==> src/rtl/shift_sequencer_pkg.sv <==
// Shared definitions for the multi-cycle SLL/SRA shift sequencer.
package shift_sequencer_pkg;

  localparam logic OP_SLL = 1'b0;
  localparam logic OP_SRA = 1'b1;

  localparam int SHIFT_STAGES = 5;
  localparam logic [2:0] STAGE_TOP = 3'(SHIFT_STAGES - 1);

  typedef enum logic [1:0] {
    ST_IDLE  = 2'd0,
    ST_SHIFT = 2'd1,
    ST_DONE  = 2'd2
  } state_e;

endpackage

==> src/rtl/shift_sequencer_stage.sv <==
// One barrel-shift stage: optionally shifts by 2^k, left (zero fill) or
// arithmetic right (sign fill from the MSB).
module shift_sequencer_stage
  import shift_sequencer_pkg::*;
#(
  parameter int WIDTH = 32
) (
  output logic [WIDTH-1:0] out,
  input  logic [WIDTH-1:0] in,
  input  logic [2:0]       k,
  input  logic             en,
  input  logic             arith
);

  logic             sra;
  logic             fill;
  logic [WIDTH-1:0] sll_leg;
  logic [WIDTH-1:0] sra_leg;

  always_comb begin
    sra     = (arith == OP_SRA);
    fill    = sra & in[WIDTH-1];
    sll_leg = in;
    sra_leg = in;
    case (k)
      3'd0: begin
        sll_leg = {in[WIDTH-2:0], 1'b0};
        sra_leg = {fill, in[WIDTH-1:1]};
      end
      3'd1: begin
        sll_leg = {in[WIDTH-3:0], 2'b0};
        sra_leg = {{2{fill}}, in[WIDTH-1:2]};
      end
      3'd2: begin
        sll_leg = {in[WIDTH-5:0], 4'b0};
        sra_leg = {{4{fill}}, in[WIDTH-1:4]};
      end
      3'd3: begin
        sll_leg = {in[WIDTH-9:0], 8'b0};
        sra_leg = {{8{fill}}, in[WIDTH-1:8]};
      end
      3'd4: begin
        sll_leg = {in[WIDTH-17:0], 16'b0};
        sra_leg = {{16{fill}}, in[WIDTH-1:16]};
      end
      default: begin
        sll_leg = in;
        sra_leg = in;
      end
    endcase
    if (!en)      out = in;
    else if (sra) out = sra_leg;
    else          out = sll_leg;
  end

endmodule

==> src/rtl/shift_sequencer.sv <==
// Multi-cycle shift controller: applies the 16/8/4/2/1 stages one per cycle,
// gated by the captured shift-amount bits, then holds the result for handshake.
module shift_sequencer
  import shift_sequencer_pkg::*;
#(
  parameter int WIDTH       = 32,
  parameter bit BYPASS_ZERO = 1'b0
) (
  input  logic             clock,
  input  logic             reset,
  input  logic             in_valid,
  output logic             in_ready,
  input  logic [WIDTH-1:0] data_operandA,
  input  logic [4:0]       ctrl_shiftamt,
  input  logic             ctrl_shiftop,
  input  logic             ctrl_flush,
  output logic             out_valid,
  input  logic             out_ready,
  output logic [WIDTH-1:0] data_result,
  output logic             busy
);

  state_e           state_q, state_d;
  logic [2:0]       stage_cnt_q, stage_cnt_d;
  logic [WIDTH-1:0] acc_q, acc_d;
  logic [4:0]       amt_q, amt_d;
  logic             op_q, op_d;
  logic             in_ready_q, out_valid_q, busy_q;
  logic [WIDTH-1:0] stage_out;

  shift_sequencer_stage #(.WIDTH(WIDTH)) u_stage (
    .out   (stage_out),
    .in    (acc_q),
    .k     (stage_cnt_q),
    .en    (amt_q[stage_cnt_q]),
    .arith (op_q)
  );

  always_comb begin
    state_d     = state_q;
    stage_cnt_d = stage_cnt_q;
    acc_d       = acc_q;
    amt_d       = amt_q;
    op_d        = op_q;
    case (state_q)
      ST_IDLE: begin
        // flush in IDLE suppresses the accept for that cycle
        if (in_valid && !ctrl_flush) begin
          acc_d       = data_operandA;
          amt_d       = ctrl_shiftamt;
          op_d        = ctrl_shiftop;
          stage_cnt_d = STAGE_TOP;
          if (BYPASS_ZERO && (ctrl_shiftamt == 5'd0)) state_d = ST_DONE;
          else                                         state_d = ST_SHIFT;
        end
      end
      ST_SHIFT: begin
        if (ctrl_flush) begin
          state_d = ST_IDLE;
        end else begin
          acc_d = stage_out;
          if (stage_cnt_q == 3'd0) state_d = ST_DONE;
          else                     stage_cnt_d = stage_cnt_q - 3'd1;
        end
      end
      ST_DONE: begin
        if (ctrl_flush || out_ready) state_d = ST_IDLE;
      end
      default: state_d = ST_IDLE;
    endcase
  end

  always_ff @(posedge clock or negedge reset) begin
    if (!reset) begin
      state_q     <= ST_IDLE;
      stage_cnt_q <= STAGE_TOP;
      acc_q       <= '0;
      amt_q       <= '0;
      op_q        <= OP_SLL;
      in_ready_q  <= 1'b1;
      out_valid_q <= 1'b0;
      busy_q      <= 1'b0;
    end else begin
      state_q     <= state_d;
      stage_cnt_q <= stage_cnt_d;
      acc_q       <= acc_d;
      amt_q       <= amt_d;
      op_q        <= op_d;
      in_ready_q  <= (state_d == ST_IDLE);
      out_valid_q <= (state_d == ST_DONE);
      busy_q      <= (state_d != ST_IDLE);
    end
  end

  assign in_ready    = in_ready_q;
  assign out_valid   = out_valid_q;
  assign busy        = busy_q;
  assign data_result = acc_q;

endmodule

==> config.mk <==
export PLATFORM = sky130hd
export DESIGN_NAME = shift_sequencer
export DESIGN_NICKNAME = d
export VERILOG_FILES = /design/src/rtl/shift_sequencer_pkg.sv /design/src/rtl/shift_sequencer_stage.sv /design/src/rtl/shift_sequencer.sv
export SDC_FILE = /design/constraint.sdc
export NUM_CORES = 1
export LEC_CHECK = 0
export ABC_AREA = 1
export BUFFER_PORTS_ARGS = -buffer_cell sky130_fd_sc_hd__buf_2
export CAP_MARGIN = 20
export CORE_MARGIN = 5
export CORE_UTILIZATION = 30
export CTS_BUF_LIST = sky130_fd_sc_hd__clkbuf_4 sky130_fd_sc_hd__clkbuf_8
export CTS_CLUSTER_SIZE = 24
export DETAILED_ROUTE_END_ITERATION = 16
export PLACE_DENSITY_LB_ADDON = 0.3
export RECOVER_POWER = 100
export SLEW_MARGIN = 20
export SYNTH_ARGS = -nofsm -noshare
export SYNTH_HDL_FRONTEND = slang
export SYNTH_SLANG_ARGS = --single-unit
==> constraint.sdc <==
create_clock -name clock -period 5.9 [get_ports clock]
set_clock_uncertainty 0.2 [all_clocks]
set_input_delay 0.885 -clock clock [delete_from_list [all_inputs] [get_ports clock]]
set_output_delay 0.885 -clock clock [all_outputs]
set_load 0.01 [all_outputs]
Yosys cells after proc, flatten, opt, wreduce, memory -nomap -nowiden
Index checks and enable logic that the tools add are counted.
{"block": "op_classes", "addsub": 1, "magnitude_cmp": 1, "n_eq_ne": 12, "mux": 18, "bitwise_logic": 1, "n_reduce_logical": 11}
{"cell": "$pmux 32 s5", "count": 2}
{"cell": "$mux 32", "count": 4}
{"cell": "$pmux 32 s2", "count": 1}
{"cell": "$mux 3", "count": 3}
{"cell": "$mux 2", "count": 4}
{"cell": "$eq 3x2->1 const B", "count": 2}
{"cell": "$ne 2x2->1 const B", "count": 3}
{"cell": "$ne 6x2->1 const B", "count": 1}
{"cell": "$pmux 2 s3", "count": 1}
{"cell": "$pmux 3 s2", "count": 1}
{"cell": "$reduce_and 5->1", "count": 1}
{"cell": "$eq 2x2->1 const B", "count": 2}
{"cell": "$logic_not 2->1", "count": 2}
{"cell": "$lt 3x4->1 const B", "count": 1}
{"cell": "$reduce_and 4->1", "count": 1}
{"cell": "$reduce_bool 2->1", "count": 2}
{"cell": "$bmux 1 s3", "count": 1}
{"cell": "$eq 3x1->1 const B", "count": 1}
{"cell": "$eq 3x3->1 const B", "count": 1}
{"cell": "$logic_not 3->1", "count": 1}
{"cell": "$sub 3x1->3 const B", "count": 1}
{"cell": "$eq 2x1->1 const B", "count": 1}
{"cell": "$ne 2x1->1 const B", "count": 1}
{"cell": "$reduce_and 2->1", "count": 1}
{"cell": "other kinds (5)", "count": 5}
{"block": "totals", "reg_bits": 46, "in_bits": 43, "output_inout_bits": 35, "wordCells": 52}

Longest topological paths before layout
Gate-level depths: netlist (run 1).
{"block": "depth", "depth_word": 6, "mapped_depth": 14}

Hierarchy
From an unflattened synthesis (run 1), not the netlist that was laid out.
{"block": "unflattened", "hier_cells": 889, "area_unflattened_um2": 4783.3}
{"mod": "shift_sequencer_stage", "instances": 1, "cells_each": 570, "area_each_um2": 2446.1, "seq_area_each_um2": 0.0}
{"mod": "shift_sequencer", "instances": 1, "cells_each": 319, "area_each_um2": 2337.2, "seq_area_each_um2": 1153.6}

Least setup slack after synthesis (run 1)
OpenSTA, ideal clock, no wires.
{"block": "synth_path", "path_type": "input to register", "startpoint": "input port ctrl_flush", "endpoint": "register acc_q[22], in the netlist data_result[22]", "arrival_ps": 1851, "t_required_ps": 5584, "slack_ps": 3733, "path_stages": 10, "n_path_buf": 2, "cell_sequence": "clkinv_1 > nand2_1 > nor2_1 > a21oi_2 > nor2_4 > nand2_2 > buf_6 > buf_6 > nand2_1 > nand2_1"}
{"block": "synth_between", "elab_chain_len": 4, "word_cells_on_any_way": 5, "classes_between": "2 x eq/ne; 3 x reduce/logical"}
{"element": "start, declared", "line": "shift_sequencer.sv:16", "text": "input logic ctrl_flush,"}
{"element": "$logic_not 1->1", "line": "shift_sequencer.sv:48", "text": "if (in_valid && !ctrl_flush) begin"}
{"element": "$logic_and 1x1->1", "line": "shift_sequencer.sv:48"}
{"element": "$ne 2x2->1 (no source line)"}
{"element": "$reduce_and 5->1 (no source line) (*)"}
{"element": "end signal, assigned", "line": "shift_sequencer.sv:77", "text": "acc_q <= '0;"}
{"element": "end signal, assigned", "line": "shift_sequencer.sv:86", "text": "acc_q <= acc_d;"}
{"element": "end, declared", "line": "shift_sequencer.sv:25", "text": "logic [WIDTH-1:0] acc_q, acc_d;"}
Mark *: on every way between the ends. The rest lies on a longest branch, timed or not.
A chain may end at the register's enable or synchronous reset.

Final worst setup path (run 1)
{"block": "layout_path", "startpoint": "register stage_cnt_q[2]", "endpoint": "register acc_q[0], in the netlist data_result[0]"}
{"block": "layout_between", "elab_chain_len": 6, "word_cells_on_any_way": 15, "classes_between": "6 x eq/ne; 7 x mux; 2 x reduce/logical"}
{"element": "start, declared", "line": "shift_sequencer.sv:24", "text": "logic [2:0] stage_cnt_q, stage_cnt_d;"}
{"element": "start signal, assigned", "line": "shift_sequencer.sv:85", "text": "stage_cnt_q <= stage_cnt_d;"}
{"element": "$eq 3x3->1 (tied with other cells)", "line": "shift_sequencer_stage.sv:25", "text": "case (k)"}
{"element": "$pmux 32 s5", "line": "shift_sequencer_stage.sv:25"}
{"element": "$mux 32", "line": "shift_sequencer_stage.sv:52", "text": "else if (sra) out = sra_leg;"}
{"element": "$mux 32", "line": "shift_sequencer_stage.sv:51", "text": "if (!en) out = in;"}
{"element": "$mux 32", "line": "shift_sequencer.sv:58", "text": "if (ctrl_flush) begin"}
{"element": "$pmux 32 s2", "line": "shift_sequencer.sv:45", "text": "case (state_q)"}
Several ways; a longest one is shown, not always the timed one. The select of a mux whose other input is x is not followed.

==> summary.txt, run 1 <==
Floorplanning
  • I/O pin count: 78
  • FP Rows: 44
  • Die Height: 130 um
  • Die width: 130 um
  • Die ar.: 17000 um2
  • Initial core utilization: 0.302
  • Core ar.: 14400 um2

Setup path
  • CP Launch Type: register
  • Crit-path cells: inv_4 -> nand2_1 -> nand2_2 -> nand2_1 -> nor2_1 -> nor2_4 -> nand2_2 -> inv_1 -> o21ai_0
  • Critical Path End Type: register
  • Slowest CP cell: dfstp_1
  • Reg-to-Reg Start: stage_cnt_q[2]$_DFFE_PN1P_
  • Largest stage delay, worst path: 1260 ps
  • R2R cell count: 9
  • Required time worst endpoint: 5860 ps
  • CP Max Fanout: 43
  • Worst path bufs/invs: 2
  • RR Endpoint: data_result[0]$_DFFE_PN0P_
  • CP delay by family, top: simple AND/OR/NAND/NOR gates
  • Worst endpoint data arrival time: 4510 ps
  • Crit Path Category: register to register
  • Flop2flop setup slack: 1350 ps

Hold path
  • Hold WC Path Type: register to register
  • Hold_sp: amt_q[4]$_DFFE_PN0P_
  • Worst Hold End: amt_q[4]$_DFFE_PN0P_
  • Hold path depth: 1

Timing
  • Worst slew pin tran: 2520 ps
  • Final WS setup: 1350 ps
  • Final TNS setup: 0 ps
  • Final min period: 4550 ps
  • RSZ-0062 raised after global routing: no
  • Final setup fails: 0
  • Rel. slew slack: -0.681
  • Worst hold slack: 342 ps
  • F_max: 220 MHz
  • Fin crit share: 0.771
  • Max Transition Viols Final: 47
  • Final hold violation count: 0

Final layout
  • Area grow syn2layout: 10.8%
  • Final core utilization: 0.334
  • Diode count: 0
  • Proportion of layout cells with a drive suffix above 1: 0.0804
  • # fillers: 1685
  • Design area: 4800 um2
  • Commonest cells after routing, fill and taps aside: 393 x nand2_1, 136 x nand3_1, 84 x nor2_1
  • Commonest non-fill, non-tap cell in the layout: nand2_1
  • Register area: 1150 um2
  • Area of the multi-input gates: 2750 um2
  • Final Net Count: 880

Synth
  • Cells after Synth: 785
  • Post-synth EDFFs: 0
  • Avg Inst Size Synth: 5.52 um2
  • Leading post-synthesis cells by cell area: nand2_1 34%, dfrtp_1 25%, nand3_1 16%
  • Synth cell types: 30
  • Predominant post-synthesis flop cell: dfrtp_1
  • Synth top area share: 0.339
  • Synth Cell Area: 4340 um2
  • Register area share after synthesis: 0.266
  • Synthesized Nets: 833
  • Largest area contributor in the netlist: nand2_1
  • FF+latch count, synth: 46
  • Ys async rst share: 1.00
  • Yosys warning total: 0

GRT
  • Largest net degree at the start of global routing: 47
  • First-pass GRT wire length: 25800 um
  • GRT Overall Usage: 0.193
  • GR Overflow Total: 0
  • Initial antenna violation count: 0
  • Number of global-route vias before repair: 4798

Routing
  • Drt first pass iters: 5
  • Wire length per cell: 15.8 um
  • Via/cell ratio: 4.94
  • Iter 0 DRT Violations: 582
  • Routed WL: 16000 um
  • Final ANT Viol Nets: 0
  • Drt drc: 0
  • Via count: 5029

Place
  • Post-DP Area: 4740 um2
  • Port bufs: 77
  • RD Place Congestion: 0.936
  • Dpl hpwl: 11400 um
  • Place WS: 2170 ps

Pwr
  • Static Leak: 0.00287 uW
  • PD cells: 519 nW/um2
  • Worst VDD drop: 0.178 mV

Clock network
  • # Post-CTS Setup Buffers: 0
  • Clk slew on worst S/H paths: 100 ps
  • Root Buffer: clkbuf_8
  • Number of hold buffers added after cts: 0
  • Maximum clock insertion buffer count: 2
  • Resized cells post-CTS: 0
  • H-tree depth: 2
  • Num Clock Sinks: 46
  • Clk Latency, worst-skew pair: 320 ps
  • CTS buffer count: 5
  • CTS tree: yes

Job
  • Number of max-cap violations: 1

Status
  • Outcome: complete, but fails checks
  • Failing checks: max-capacitance violations, max-slew violations
cell families after synthesis:
| kind of cell | Yosys count | share of synthesized area |
|---|---|---|
| compound gates | 19 | 0.0274 |
| simple gates | 622 | 0.589 |
| mux | 1 | 0.00260 |
| fa+ha+maj | 5 | 0.0144 |
| buf+inv | 91 | 0.0990 |
| xor+xnor | 1 | 0.00202 |
| flops | 46 | 0.266 |
layer usage:
layer  routed length [um]  GRT usage
met1                 7560      0.279
met3                 1130     0.0250
met2                 7080      0.300
met4                  275     0.0605
met5                    0          0
how the worst max path moves through the flow:
stage                               startpoint                     endpoint  slack [ps]  cells past startpoint
finish              stage_cnt_q[2]$_DFFE_PN1P_   data_result[0]$_DFFE_PN0P_        1350                      9
global route        stage_cnt_q[2]$_DFFE_PN1P_   data_result[0]$_DFFE_PN0P_         930                      9
CTS                 stage_cnt_q[2]$_DFFE_PN1P_  data_result[30]$_DFFE_PN0P_        2160                     10
detailed placement  stage_cnt_q[2]$_DFFE_PN1P_   data_result[0]$_DFFE_PN0P_        2170                     10
global placement    stage_cnt_q[2]$_DFFE_PN1P_   data_result[0]$_DFFE_PN0P_        2260                     10
floorplan                           ctrl_flush  data_result[22]$_DFFE_PN0P_        3730                     10
flip-flops by register name, summed over array words and instances, names as in the netlist, named ones only:
signal,cells
data_result,31
amt_q,5
stage_cnt_q,3
state_q,2
busy,1
in_ready,1
op_q,1
out_valid,1
power by group:
part           switching [uW]  internal, uW  total, uW
clock network             123           126        250
logic                    1000           459       1460
registers                 336           443        779
total                    1460          1030       2490
cell type report:
type | count | share of cell area
Clock buffer | 5 | 0.0143
Clock inverter | 3 | 0.00937
Timing Repair Buffer | 79 | 0.0740
Multi-Input combinational cell | 648 | 0.573
Inverter | 52 | 0.0411
Sequential cell | 46 | 0.240
Tap cell | 184 | 0.0479
synth_stat cells, types with 2 or more instances:
cell and n:
o22ai_1 2, nand2_2 3, nor2_4 3, clkbuf_1 6, inv_2 4, nor2_1 83
o21ai_0 9, nand2_1 392, dfstp_2 2, nor2_2 3, inv_1 45, dfrtp_1 44
clkinv_1 2, buf_4 5, o211a_1 2, nand3_1 136, ha_1 5, buf_2 23
buf_6 5
worst reg2reg max path, delay by kind of cell, from the launching register on:
| family | cells | cell delay, ps |
|---|---|---|
| simple gates | 6 | 1450 |
| buf+inv | 2 | 1320 |
| flops | 1 | 1260 |
| compound gates | 1 | 180 |
stage by stage:
stage                     total power [uW]  std cells
after floorplan                       1780        785
after global placement                2250       1009
after detailed placement              2250       1009
after CTS                             2510       1017
after global routing                  2730       1017
final                                 2490       1017
(Power assumes the default switching activity.)
==> run 2: changes to the inputs <==
clock period = 3.8 ns   (was 5.9 ns; I/O delays follow)
==> run 2 against run 1 <==
Against the previous run:
- the run now ends clean
- final cell count rose by 0.59%
- via count rose by 2.3%
- setup slack got worse by 600 ps
- first-iteration DRC count fell by 20%
- die area did not move
- sequential power rose by 50%
- non-clock buffer count rose by 6
- count of clock-buffer cells in the layout did not move
- utilization rose by 0.12 points
- hold slack got worse by 290 ps
- sequential share of layout area fell by 0.087 points
- wire length rose by 0.73%
- largest power group unchanged
==> summary.txt, run 2 (synthesis results as in run 1) <==
Routing
  • Iter 0 DRT Violations: 464 (was 582)
  • Final ANT Viol Nets: 0 (unchanged)
  • Wire length per cell: 15.8 um (about the same)
  • Drt drc: 0 (unchanged)
  • Routed WL: 16200 um (was 16000 um)
  • Drt first pass iters: 5 (unchanged)
  • Via/cell ratio: 5.03 (was 4.94)
  • Via count: 5144 (was 5029)

Setup path
  • Flop2flop setup slack: 750 ps (was 1350 ps)
  • Slowest CP cell: inv_1 (was dfstp_1)
  • R2R cell count: 12 (was 9)
  • Reg-to-Reg Start: stage_cnt_q[0]$_DFFE_PN0P_ (was stage_cnt_q[2]$_DFFE_PN1P_)
  • Most frequent CP cell: nand2_1
  • RR Endpoint: data_result[0]$_DFFE_PN0P_ (unchanged)
  • Critical Path End Type: register (unchanged)
  • CP Max Fanout: 32 (was 43)
  • Crit-path cells: inv_1 -> ha_1 -> buf_4 -> inv_1 -> nand2_1 -> nand2_1 -> nand2_1 -> nor2_1 -> nor2_4 -> nand2_1 -> inv_1 -> o21ai_0 (was inv_4 -> nand2_1 -> nand2_2 -> nand2_1 -> nor2_1 -> nor2_4 -> nand2_2 -> inv_1 -> o21ai_0)
  • Largest stage delay, worst path: 770 ps (was 1260 ps)
  • Required time worst endpoint: 3770 ps (was 5860 ps)
  • Crit Path Category: register to register (unchanged)
  • Worst endpoint data arrival time: 3020 ps (was 4510 ps)
  • CP Launch Type: register (unchanged)

Clock network
  • Resized cells post-CTS: 0 (unchanged)
  • Root Buffer: clkbuf_8 (unchanged)
  • Clk Latency, worst-skew pair: 320 ps (about the same)
  • H-tree depth: 2 (unchanged)
  • Clk slew on worst S/H paths: 100 ps (about the same)
  • Maximum clock insertion buffer count: 2 (unchanged)
  • CTS tree: yes (unchanged)
  • # Post-CTS Setup Buffers: 0 (unchanged)
  • Num Clock Sinks: 46 (unchanged)
  • CTS buffer count: 5 (unchanged)
  • Number of hold buffers added after cts: 0 (unchanged)

Place
  • Port bufs: 77 (unchanged)
  • RD Place Congestion: 0.971 (was 0.936)
  • Placed cell count: 1015 (was 1009)
  • Post-DP Area: 4780 um2 (was 4740 um2)
  • Dpl hpwl: 11600 um (was 11400 um)

Final layout
  • Proportion of layout cells with a drive suffix above 1: 0.0870 (was 0.0804)
  • Final core utilization: 0.336 (was 0.334)
  • Fin cells: 1023 (was 1017)
  • Area grow syn2layout: 11.2% (was 10.8%)
  • Commonest non-fill, non-tap cell in the layout: nand2_1 (unchanged)
  • Max reg flops: 31 (unchanged)
  • Final Net Count: 886 (was 880)
  • Commonest cells after routing, fill and taps aside: 394 x nand2_1, 136 x nand3_1, 84 x nor2_1 (was 393 x nand2_1, 136 x nand3_1, 84 x nor2_1)
  • Design area: 4820 um2 (was 4800 um2)
  • Diode count: 0 (unchanged)

GRT
  • Number of global-route vias before repair: 4862 (was 4798)
  • GRT Overall Usage: 0.193 (about the same)
  • Initial antenna violation count: 0 (unchanged)
  • GR Overflow Total: 0 (unchanged)
  • Largest net degree at the start of global routing: 47 (unchanged)
  • First-pass GRT wire length: 26000 um (was 25800 um)

Hold path
  • Hold WC Path Type: primary input to async pin (was register to register)

Floorplanning
  • Initial core utilization: 0.302 (unchanged)
  • Die Height: 130 um (unchanged)
  • FP Rows: 44 (unchanged)
  • Die width: 130 um (unchanged)
  • Core ar.: 14400 um2 (unchanged)
  • Die ar.: 17000 um2 (unchanged)
  • I/O pin count: 78 (unchanged)

Pwr
  • Worst VDD drop: 0.234 mV (was 0.178 mV)
  • PD cells: 797 nW/um2 (was 519 nW/um2)
  • Static Leak: 0.00289 uW (was 0.00287 uW)

Timing
  • Max Transition Viols Final: 0 (was 47)
  • Final setup fails: 0 (unchanged)
  • Final TNS setup: 0 ps (unchanged)
  • Fin crit share: 0.803 (was 0.771)
  • Worst hold slack: 49.4 ps (was 342 ps)
  • Worst slew pin tran: 1050 ps (was 2520 ps)
  • F_max: 328 MHz (was 220 MHz)
  • Rel. slew slack: 0.299 (was -0.681)
  • Final hold violation count: 0 (unchanged)
  • RSZ-0062 raised after global routing: no (unchanged)
  • Final min period: 3050 ps (was 4550 ps)

Status
  • Outcome: complete, no violations (was complete, but fails checks)

Job
  • Number of max-cap violations: 0 (was 1)
run 2: cell count changes in the layout (fill, tap and decap cells not counted):
cell / previous run / this run
dfstp_2: 1 / 2
bufinv_16: 1 / 0
clkinv_4: 0 / 1
nor2_4: 4 / 3
clkinvlp_4: 2 / 1
buf_4: 2 / 8
nand2_2: 2 / 1
dfstp_1: 1 / 0
inv_6: 0 / 1
nor2_2: 1 / 2
nand2_1: 393 / 394
run 2: cell type report:
class,count,area (um2)
timing repair buffer,85,400
fill,1665,9550
inverter,52,198
sequential,46,1150
tap,184,230
multi-input combinational,648,2750
clock buffer,5,68.8
clock inverter,3,25.0
run 2: report_power, final:
| part | internal (uW) | total [uW] | switching [uW] |
|---|---|---|---|
| registers | 689 | 1170 | 483 |
| logic | 738 | 2340 | 1600 |
| clock network | 133 | 329 | 195 |
run 2: metrics by stage:
| stage | power, uW | setup slack [ps] |
|---|---|---|
| 6_report | 3840 | 748 |
| 2_1_floorplan | 2760 | 1830 |
| 3_5_place_dp | 3540 | 1140 |
| 5_1_grt | 4200 | 512 |
| 4_1_cts | 3880 | 1110 |
| 3_3_place_gp | 3540 | 1160 |
run 2: worst max path at each step:
stage | end | slack (ps) | startpoint
floorplan | register | 1830 | stage_cnt_q[0]$_DFFE_PN0P_
global placement | data_result[30]$_DFFE_PN0P_ | 1160 | stage_cnt_q[0]$_DFFE_PN0P_
detailed placement | data_result[9]$_DFFE_PN0P_ | 1140 | stage_cnt_q[0]$_DFFE_PN0P_
CTS | data_result[9]$_DFFE_PN0P_ | 1110 | stage_cnt_q[0]$_DFFE_PN0P_
global route | data_result[23]$_DFFE_PN0P_ | 510 | stage_cnt_q[0]$_DFFE_PN0P_
finish | data_result[0]$_DFFE_PN0P_ | 750 | stage_cnt_q[0]$_DFFE_PN0P_
run 2: layer usage:
metal	global-route usage	vias up	part of all wire
met5	0	-	0
met4	0.0581	0	0.024
met3	0.0291	32	0.067
met2	0.303	199	0.44
met1	0.273	2346	0.47
li1	-	2567	-
run 2: critical path, delay by kind of cell, from the launching register on:
kind / cells / cell delay, ps
buffers and inverters: 4 / 1280
AOI/OAI and AO/OA: 1 / 160
DFF: 1 / 470
adders and majority gates: 1 / 170
and+or+nand+nor: 6 / 610
